File: src/rtl/noc_onehot_decode.sv
// noc_onehot_decode
// Priority one-hot decoder with a two-entry elastic buffer on its output side.
// The lowest set bit of an accepted word is converted to a binary index, and
// each word is tagged with "no bit set" / "several bits set" flags. Only the
// decoded record is stored; the raw word is never kept. in_ready comes
// straight from a flop and depends only on whether the skid entry will be
// occupied, so out_ready has no combinational path to in_ready. A saturating
// counter tallies malformed words at the moment they are accepted.
module noc_onehot_decode #(
    parameter  int WIDTH = 4,
    localparam int IDX_W = (WIDTH > 1) ? $clog2(WIDTH) : 1
) (
    input  logic             clk,
    input  logic             rst_n,
    input  logic             in_valid,
    output logic             in_ready,
    input  logic [WIDTH-1:0] in_onehot,
    output logic             out_valid,
    input  logic             out_ready,
    output logic [IDX_W-1:0] out_index,
    output logic             out_zero,
    output logic             out_multi,
    output logic [7:0]       err_cnt
);

    // Decoded record held in the output and skid entries
    typedef struct packed {
        logic [IDX_W-1:0] idx;
        logic             zero;
        logic             multi;
    } dec_t;

    // Position of the lowest set bit; zero when no bit is set
    function automatic logic [IDX_W-1:0] f_lowest_index(input logic [WIDTH-1:0] word);
        logic [IDX_W-1:0] idx;
        logic             found;
        idx   = {IDX_W{1'b0}};
        found = 1'b0;
        for (int i = 0; i < WIDTH; i++) begin
            idx   = (word[i] && !found) ? IDX_W'(i) : idx;
            found = found | word[i];
        end
        return idx;
    endfunction

    // Population count of the word (WIDTH is at most 64, so 7 bits suffice)
    function automatic logic [6:0] f_set_count(input logic [WIDTH-1:0] word);
        logic [6:0] cnt;
        cnt = 7'd0;
        for (int i = 0; i < WIDTH; i++) begin
            cnt = cnt + {6'd0, word[i]};
        end
        return cnt;
    endfunction

    // Full decode of one input word into the stored record
    function automatic dec_t f_decode(input logic [WIDTH-1:0] word);
        dec_t       d;
        logic [6:0] cnt;
        cnt     = f_set_count(word);
        d.idx   = f_lowest_index(word);
        d.zero  = (cnt == 7'd0);
        d.multi = (cnt > 7'd1);
        return d;
    endfunction

    // State registers
    dec_t       r_out;
    logic       r_out_valid;
    dec_t       r_skid;
    logic       r_skid_valid;
    logic       r_in_ready;
    logic [7:0] r_err_cnt;

    // Next-state and handshake wires
    logic       w_accept;
    logic       w_emit;
    dec_t       w_dec;
    logic       w_malformed;
    dec_t       w_out_nxt;
    logic       w_out_valid_nxt;
    dec_t       w_skid_nxt;
    logic       w_skid_valid_nxt;
    logic [7:0] w_err_cnt_nxt;

    assign w_accept    = in_valid & r_in_ready;
    assign w_emit      = r_out_valid & out_ready;
    assign w_dec       = f_decode(in_onehot);
    assign w_malformed = w_dec.zero | w_dec.multi;

    // Buffer steering: refill the output entry from skid first, else from input
    always_comb begin
        w_out_nxt        = r_out;
        w_out_valid_nxt  = r_out_valid;
        w_skid_nxt       = r_skid;
        w_skid_valid_nxt = r_skid_valid;
        if (!r_out_valid || w_emit) begin
            // Output entry is free (or leaving this cycle); the skid entry is
            // older than anything arriving now, so it goes first. in_ready is
            // low whenever skid is occupied, so no input can collide here.
            if (r_skid_valid) begin
                w_out_nxt        = r_skid;
                w_out_valid_nxt  = 1'b1;
                w_skid_valid_nxt = 1'b0;
            end else if (w_accept) begin
                w_out_nxt       = w_dec;
                w_out_valid_nxt = 1'b1;
            end else begin
                w_out_valid_nxt = 1'b0;
            end
        end else begin
            // Output entry is stalled; park a newly accepted word in skid
            if (w_accept) begin
                w_skid_nxt       = w_dec;
                w_skid_valid_nxt = 1'b1;
            end else begin
                w_skid_valid_nxt = r_skid_valid;
            end
        end
    end

    // Malformed-word counter, bumped on acceptance and held at 255
    always_comb begin
        w_err_cnt_nxt = r_err_cnt;
        if (w_accept && w_malformed && (r_err_cnt != 8'hFF)) begin
            w_err_cnt_nxt = r_err_cnt + 8'd1;
        end else begin
            w_err_cnt_nxt = r_err_cnt;
        end
    end

    // State update with synchronous active-low reset that flushes both entries
    always_ff @(posedge clk) begin
        if (!rst_n) begin
            r_out        <= '{idx: {IDX_W{1'b0}}, zero: 1'b0, multi: 1'b0};
            r_out_valid  <= 1'b0;
            r_skid       <= '{idx: {IDX_W{1'b0}}, zero: 1'b0, multi: 1'b0};
            r_skid_valid <= 1'b0;
            r_in_ready   <= 1'b0;
            r_err_cnt    <= 8'd0;
        end else begin
            r_out        <= w_out_nxt;
            r_out_valid  <= w_out_valid_nxt;
            r_skid       <= w_skid_nxt;
            r_skid_valid <= w_skid_valid_nxt;
            r_in_ready   <= ~w_skid_valid_nxt;
            r_err_cnt    <= w_err_cnt_nxt;
        end
    end

    assign in_ready  = r_in_ready;
    assign out_valid = r_out_valid;
    assign out_index = r_out.idx;
    assign out_zero  = r_out.zero;
    assign out_multi = r_out.multi;
    assign err_cnt   = r_err_cnt;

endmodule


File: config.mk
export PLATFORM = sky130hd
export DESIGN_NAME = noc_onehot_decode
export DESIGN_NICKNAME = d
export VERILOG_FILES = /design/src/rtl/noc_onehot_decode.sv
export SDC_FILE = /design/constraint.sdc
export NUM_CORES = 1
export LEC_CHECK = 0
export BUFFER_PORTS_ARGS = -buffer_cell sky130_fd_sc_hd__buf_2
export CORE_MARGIN = 2
export CORE_UTILIZATION = 55
export DETAILED_ROUTE_END_ITERATION = 16
export PLACE_DENSITY = 0.82
export SETUP_SLACK_MARGIN = 0.5
export SYNTH_ARGS = -nofsm -noshare
export SYNTH_HDL_FRONTEND = slang
export SYNTH_SLANG_ARGS = --single-unit
File: constraint.sdc
create_clock -name clk -period 7 [get_ports clk]
set_clock_uncertainty 0.05 [all_clocks]
set_input_delay 0.7 -clock clk [delete_from_list [all_inputs] [get_ports clk]]
set_output_delay 0.7 -clock clk [all_outputs]
set_load 0.02 [all_outputs]
* Word-level counts from Yosys, hierarchy flattened *
Index checks and enable logic that the tools add are counted.

cells by class
  mux-type cells = 9
  bitwise operators = 7
  multipliers = 0
  magnitude comparators = 1
  shift operators = 0
  reductions and logical operators = 14
  div/mod/pow operators = 0
  $add $sub $neg = 4
  eq/ne operators = 1

operator list
  cell                                                           count
  adder 8 x 1 -> 8 bit, second input constant                    1
  two-way mux 4 bit                                              2
  != test 8 bit, second input constant                           1
  zero test 7 bit                                                1
  logical AND 1 bit                                              5
  two-way mux 1 bit                                              5
  adder 3 x 1 -> 4 bit                                           1
  greater-than comparator 4 x 1 -> 1 bit, second input constant  1
  zero test 1 bit                                                4
  two-way mux 2 bit                                              2
  AND reduction 2 bit                                            2
  adder 2 x 1 -> 3 bit                                           1
  bitwise OR 1 bit                                               3
  adder 1 x 1 -> 2 bit                                           1
  bitwise AND 1 bit                                              2
  NOT 1 bit                                                      2
  nonzero test 2 bit                                             1
  logical OR 1 bit                                               1

storage, ports and cells
  bits of input ports = 8
  bits in latches = 0
  output and inout bits = 14
  ROM bits = 0
  RAM bits = 0
  bits in registers = 19
  memories = 0

* Depth between registers and ports, before layout *
Gate-level depths: netlist of the first run.

  word-level depth = 7
  gate-level depth with buffers = 8
  mapped depth without buffers = 7

* Worst setup path before layout of the first run *
OpenSTA, ideal clock, no wires.

  path type = in2reg
  from = input in_onehot[0]
  to = register r_err_cnt[7], in the netlist err_cnt[7]
  data required time = 6,879 ps
  slack = 4,193 ps
  arrival time = 2,687 ps
  stages on the path = 7
  path through = fa_1 ha_1 ha_1 nor2_1 a221o_1 or4_1 a21oi_1

between the ends
  cells in the longest elaborated chain, start to end = 7
  elaborated cells on any way between the ends = 8
  those cells by class = add/sub (3); order compare (1); bitwise (1); reduce/logical (3)

RTL lines
  what                                                                       RTL line  source
  from (decl)                                                                17        input logic [WIDTH-1:0] in_onehot,
  adder 1 x 1 -> 2 bit *                                                     51        cnt = cnt + {6'd0, word[i]};
  adder 2 x 1 -> 3 bit *                                                     51
  adder 3 x 1 -> 4 bit *                                                     51
  greater-than comparator 4 x 1 -> 1 bit or zero test 7 bit (tied branches)  63, 62
  bitwise OR 1 bit *                                                         89        assign w_malformed = w_dec.zero | w_dec.multi;
  logical AND 1 bit * (2 in series)                                          125       if (w_accept && w_malformed && (r_err_cnt != 8'hFF)) begin
  to (signal assigned)                                                       147       r_err_cnt <= w_err_cnt_nxt;
  to (decl)                                                                  73        logic [7:0] r_err_cnt;

Every way passes the cells marked *; elsewhere a longest branch is shown, timed or not.
A chain may end at the register's enable or synchronous reset.

* Worst setup path in the final report of the first run *
Same ends and word-level chain as after synthesis.

==> impl_metrics.tcl, run 1 <==
set metrics [dict create \
    status "finished clean" \
    crit_chain "buf_2 -> fa_1 -> ha_1 -> ha_1 -> nor2_1 -> a221o_1 -> or4_1 -> a21oi_1" \
    syn_avg_cell_area_um2 8.56 \
    tightest_slew_ns 0.476 \
    rsz0062_at_grt "false" \
    vias 842 \
    crit_buf_inv 1 \
    max_slew_margin_pct 68.2 \
    peakVddDrop_mv 0.140 \
    p_leak_nw 0.424 \
    ys_seq_area_share_pct 41.5 \
    synth.distinct_cells 29 \
    r2r_cells 5 \
    synth_top_area_share_pct 41.5 \
    ctsResizeCount 0 \
    grt_overflow_total 0 \
    top_layer "met4" \
    cts_buffer_depth 2 \
    p_per_area_mw_per_mm2 193 \
    dpl_cell_area_mm2 0.00102 \
    worstSkewPairLatency_ns 0.29 \
    die-area_mm2 0.00201 \
    hold_viol 0 \
    ioPinCount 22 \
    drtIter0Drc 29 \
    grt_pass1_wl_um 3240 \
    die_h_um 44.8 \
    grt_max_degree 18 \
    clk_pin_slew_ns 0.10 \
    placedCellCount 140 \
    cts_hold_buf 0 \
    totalWireLength_um 1910 \
    io_buffer_count 21 \
    synth_top_area_cell "dfxtp_1" \
    cp.arrival_ns 3.06 \
    synth_nets 121 \
    synth_area_leaders "dfxtp_1, a21oi_1, ha_1" \
    ant_nets 0 \
    holdPathEnd "r_skid[3]$_SDFFE_PN0P_" \
    areaGrowthSynthToFinish_pct 14.1 \
    yosysWarningCount 0 \
    place.gp.congestion 0.734 \
    drc 0 \
    min_period_over_period_pct 41.2 \
    hold_path.class "flop to flop" \
    setup_viol 0 \
    timing.rr.start "err_cnt[0]$_SDFFE_PN0P_" \
    async_reset_ff_share_pct 0 \
    fin_crit_ns 2.89 \
    cp.depth 8 \
    nets 143 \
    coreArea_mm2 0.00154 \
    path_common_cell "ha_1" \
    slew_viol_final 0 \
    synth-main-ff-cell "dfxtp_1" \
    synth_seq_cells 19 \
    worstPathRequired_ns 7.17 \
    wl_per_cell_um 13.2 \
    synth_edf_count 0 \
    met1_length_um 905 \
    antennaDiodeCount 0 \
    mostFrequentLayoutCells "buf_2, dfxtp_1, a21oi_1" \
    final_common_cell "buf_2" \
    cpLargestDelayFamily "adder cells" \
    cts.sinks 19 \
    final_area_mm2 0.00104 \
    instances_no_fill 144 \
    dp_hpwl_um 1420 \
    fmax_ghz 0.346 \
    utilization_pct 67.8 \
    hold_depth 2 \
    cp_slowest_cell "or4_1" \
    rrSetupSlack_ns 4.96 \
    path_max_fanout 12 \
    drive_gt1_share_pct 19.5 \
    critPathLaunchType "primary input" \
    end_kind "flop" \
    path_class "primary input to flop" \
    drv_cap 0 \
    power_w 0.000201 \
    wl_met3_um 92 \
    route.met2.wl_um 873 \
    antenna_found_initial 0 \
    grt_usage_pct 21.8 \
    die_x_um 44.8 \
    drt-vias-per-instance 5.85 \
    start_util_pct 59.4 \
    firstDrtPassIters 4 \
    row_count 14 \
    cts_setup_buffers 0 \
    cts_tree "done" \
    numCtsBuffers 3 \
    finalSetupTns_ns 0 \
    r2r-end "err_cnt[7]$_SDFFE_PN0P_" \
    cts_root_buffer "clkbuf_4" \
    critPathMaxStageDelay_ns 0.51 \
    syn-cell-area_um2 916 \
    syn_inst 107 \
    grt_pass1_vias 764 \
    htreeDepth 1 \
    min_from "r_skid[3]$_SDFFE_PN0P_" \
]
## kinds of logic (layout without fill, tap and decap cells)
kind of cell,Yosys count,after routing,synth area share [%]
simple gates,39,39,21.7
compound gates,30,30,19.0
flops,19,19,41.5
buf+inv,9,30,4.51
fa+ha+maj,6,6,9.02
mux,3,3,3.28
xor+xnor,1,1,0.956
## synth_stat cells, types with 3 or more instances
| cell | instances |
|---|---|
| a21oi_1 | 15 |
| a211oi_1 | 4 |
| nor3_1 | 3 |
| nor2_1 | 9 |
| or3_1 | 3 |
| o21ai_0 | 7 |
| nand2_1 | 9 |
| dfxtp_1 | 19 |
| mux2i_1 | 3 |
| nand3_1 | 3 |
| inv_1 | 4 |
| clkbuf_1 | 3 |
| ha_1 | 5 |
## worst max path at each step
stage,to,from
2_1_floorplan,err_cnt[7]$_SDFFE_PN0P_,in_onehot[0]
3_3_place_gp,err_cnt[5]$_SDFFE_PN0P_,in_onehot[0]
3_5_place_dp,err_cnt[7]$_SDFFE_PN0P_,in_onehot[0]
4_1_cts,err_cnt[7]$_SDFFE_PN0P_,in_onehot[0]
5_1_grt,err_cnt[7]$_SDFFE_PN0P_,in_onehot[0]
6_report,err_cnt[7]$_SDFFE_PN0P_,in_onehot[0]
## power breakdown
group	switching, W	internal [W]	total [W]	leakage (nW)
Clock	0.0000326	0.0000222	0.0000548	0.0150
Sequential	0.00000240	0.000111	0.000114	0.154
Combinational	0.0000205	0.0000121	0.0000326	0.254
Total	0.0000555	0.000146	0.000201	0.424
## through the flow
| stage | hold slack (ns) | worst slack (ns) |
|---|---|---|
| after floorplan | 0.384 | 4.19 |
| after global placement | 0.391 | 3.90 |
| after detailed placement | 0.407 | 3.82 |
| after CTS | 0.423 | 4.13 |
| after global routing | 0.448 | 4.02 |
| final | 0.424 | 4.11 |
## flip-flops by register name (all words and copies together) (netlist names)
signal and flops:
out_valid 1, out_zero 1, r_skid 4, out_multi 1, r_skid_valid 1, err_cnt 8, in_ready 1, out_index 2
## worst min-delay path: stages, from the launching register on
cell and delay (ns):
dfxtp_1 0.33, nand2_1 0.05, a21oi_1 0.06
## area by class of cell
| cell class | count | area [um^2] |
|---|---|---|
| tap | 16 | 20.0 |
| multi-input combinational | 79 | 494 |
| clock buffer | 4 | 26.3 |
| fill | 141 | 497 |
| sequential | 19 | 380 |
| inverter | 5 | 18.8 |
| timing repair buffer | 21 | 105 |
## metal layers
metal / vias up / global-route usage (%)
li1: 428 / -
met1: 388 / 28.7
met2: 21 / 35.4
met3: 5 / 2.40
met4: 0 / 10.6
met5: - / 0
(Power assumes the default switching activity.)
==> run 2: changes to the inputs <==
--- a/config.mk
+++ b/config.mk
@@ -5,11 +5,12 @@
 export SDC_FILE = /design/constraint.sdc
 export NUM_CORES = 1
 export LEC_CHECK = 0
+export ABC_AREA = 1
 export BUFFER_PORTS_ARGS = -buffer_cell sky130_fd_sc_hd__buf_2
 export CORE_MARGIN = 2
-export CORE_UTILIZATION = 55
+export CORE_UTILIZATION = 52
 export DETAILED_ROUTE_END_ITERATION = 16
-export PLACE_DENSITY = 0.82
+export PLACE_DENSITY = 0.77
 export SETUP_SLACK_MARGIN = 0.5
 export SYNTH_ARGS = -nofsm -noshare
 export SYNTH_HDL_FRONTEND = slang
==> constraint.sdc (replaced) <==
create_clock -name clk -period 2.9 [get_ports clk]
set_clock_uncertainty 0.05 [all_clocks]
set_input_delay 0.29 -clock clk [delete_from_list [all_inputs] [get_ports clk]]
set_output_delay 0.29 -clock clk [all_outputs]
set_load 0.02 [all_outputs]
==> run 2 against run 1 <==
Setup slack got worse by 3.1 ns. Via count increased by 19%. Sequential power increased by 140%. Largest power group unchanged.
==> impl_metrics.tcl, run 2 <==
set metrics [dict create \
    drt-vias-per-instance 5.05 \
    status "finished clean" \
    grt_usage_pct 20.2 \
    row_count 16 \
    ioPinCount 22 \
    cp_slowest_cell "fa_1" \
    path_class "primary input to flop" \
    synth_area_leaders "dfxtp_1, nand2_1, a21oi_1" \
    multi_input_area_um2 567 \
    numCtsBuffers 3 \
    max_slew_margin_pct 80.5 \
    final_common_cell "nand2_1" \
    async_reset_ff_share_pct 0 \
    io_buffer_count 21 \
    synth_top_area_cell "dfxtp_1" \
    crit_buf_inv 3 \
    dp_hpwl_um 1700 \
    antenna_found_initial 0 \
    die-area_mm2 0.00235 \
    rsz0062_at_grt "false" \
    cts_hold_buf 0 \
    mostFrequentLayoutCells "nand2_1, buf_2, inv_1, a21oi_1, dfxtp_1" \
    crit_chain "buf_2 -> fa_1 -> ha_1 -> ha_1 -> inv_1 -> nand3_1 -> nand2_1 -> inv_1 -> nand2_4 -> o21ai_0 -> nor2_1" \
    p_per_area_mw_per_mm2 416 \
    setup_viol 0 \
    path_max_fanout 8 \
    synth_top_area_share_pct 36.9 \
    ant_nets 0 \
    cts.sinks 19 \
    finalSetupTns_ns 0 \
    ys_seq_area_share_pct 36.9 \
    tightest_slew_ns 0.292 \
    totalWireLength_um 2170 \
    rrSetupSlack_ns 1.41 \
    synth.top_cells.by_count "nand2_1, a21oi_1, dfxtp_1, inv_1, o21ai_0" \
    synth_seq_cells 19 \
    coreArea_mm2 0.00192 \
    htreeDepth 1 \
    cpLargestDelayFamily "adder cells" \
    antennaDiodeCount 0 \
    drv_cap 0 \
    syn_inst 149 \
    min_period_over_period_pct 66.1 \
    grt_pass1_vias 917 \
    cts_root_buffer "clkbuf_4" \
    utilization_pct 61.8 \
    drive_gt1_share_pct 17.4 \
    nets 187 \
    seq_area_um2 380 \
    grt_overflow_total 0 \
    slew_viol_final 0 \
    fin_crit_ns 1.92 \
    areaGrowthSynthToFinish_pct 15.2 \
    start_util_pct 53.6 \
    die_h_um 48.5 \
    clk_pin_slew_ns 0.10 \
    drc 0 \
    worstSkewPairLatency_ns 0.29 \
    yosysWarningCount 0 \
    synth-main-ff-cell "dfxtp_1" \
    cts_buffer_depth 2 \
    largest_reg_flops 8 \
    cp.arrival_ns 2.05 \
    wl_per_cell_um 10.9 \
    synth_edf_count 0 \
    synth.most_common_cell "nand2_1" \
    synth.distinct_cells 21 \
    die_x_um 48.5 \
    vias 1004 \
    grt_max_degree 11 \
    synth_nets 163 \
    fillers 183 \
    place.gp.congestion 0.832 \
    peakVddDrop_mv 0.268 \
    worstPathRequired_ns 3.04 \
    end_kind "flop" \
    p_leak_nw 0.567 \
    hold_path.class "primary input to flop" \
    cts_setup_buffers 0 \
    syn-cell-area_mm2 0.00103 \
    cts_tree "done" \
    firstDrtPassIters 6 \
    fmax_ghz 0.521 \
    critPathMaxStageDelay_ns 0.47 \
    drtIter0Drc 24 \
    hold_viol 0 \
    syn_avg_cell_area_um2 6.92 \
    ctsResizeCount 0 \
    critPathLaunchType "primary input" \
    grt_pass1_wl_um 3830 \
]
-- run 2: cell count changes after synthesis, sizes merged, moves of 3 or more --
cell | previous run | this run
o21ai | 7 | 13
nor3 | 3 | 0
inv | 4 | 19
a211oi | 4 | 0
nand3 | 3 | 10
nand2 | 9 | 41
mux2i | 3 | 0
a21oi | 15 | 19
or3 | 3 | 0
nor2 | 9 | 14
-- run 2: final timing paths --
kind,cells past startpoint,start,end
max,11,in_onehot[0],err_cnt[1]$_SDFFE_PN0P_
min,4,out_ready,r_skid_valid$_SDFF_PN0_
max reg2reg,7,err_cnt[0]$_SDFFE_PN0P_,err_cnt[5]$_SDFFE_PN0P_
min reg2reg,2,out_index[1]$_SDFFE_PN0P_,out_index[1]$_SDFFE_PN0P_
-- run 2: cell families after synthesis --
| family | synth area share (%) |
|---|---|
| compound gates | 15.5 |
| flops | 36.9 |
| fa+ha+maj | 8.01 |
| buf+inv | 8.13 |
| xor+xnor | 0.850 |
| simple gates | 30.6 |
-- run 2: final cells by class --
class / instances / area share, %
clock buffer: 4 / 2.21
inverter: 20 / 6.32
multi-input combinational: 108 / 47.7
sequential: 19 / 32.0
tap: 27 / 2.85
timing repair buffer: 21 / 8.85
-- run 2: worst min-delay path, stage by stage --
cell and delay, ns:
buf_2 0.08, nor2_1 0.06, nand2_1 0.06, nor2_1 0.03
-- run 2: layer usage --
layer	up-vias	track usage (%)	wire (um)
met5	-	0	0
met4	0	8.10	19
met3	4	3.09	61
met2	20	35.9	1080
met1	459	24.5	1010
li1	521	-	-
-- run 2: where the power goes --
| group | switching (W) | total (W) | internal, W |
|---|---|---|---|
| Clock | 0.0000767 | 0.000130 | 0.0000534 |
| Combinational | 0.0000567 | 0.0000866 | 0.0000298 |
| Sequential | 0.00000752 | 0.000278 | 0.000270 |
-- run 2: through the flow --
step / hold slack [ns] / cell area [um^2] / worst slack (ns) / cells / power [W]
2_1_floorplan: 0.413 / 1030 / 0.944 / 149 / 0.000342
3_3_place_gp: 0.407 / 1160 / 0.714 / 195 / 0.000367
3_5_place_dp: 0.428 / 1160 / 0.682 / 195 / 0.000370
4_1_cts: 0.214 / 1190 / 0.992 / 199 / 0.000498
5_1_grt: 0.258 / 1190 / 0.831 / 199 / 0.000523
6_report: 0.222 / 1190 / 0.982 / 199 / 0.000494
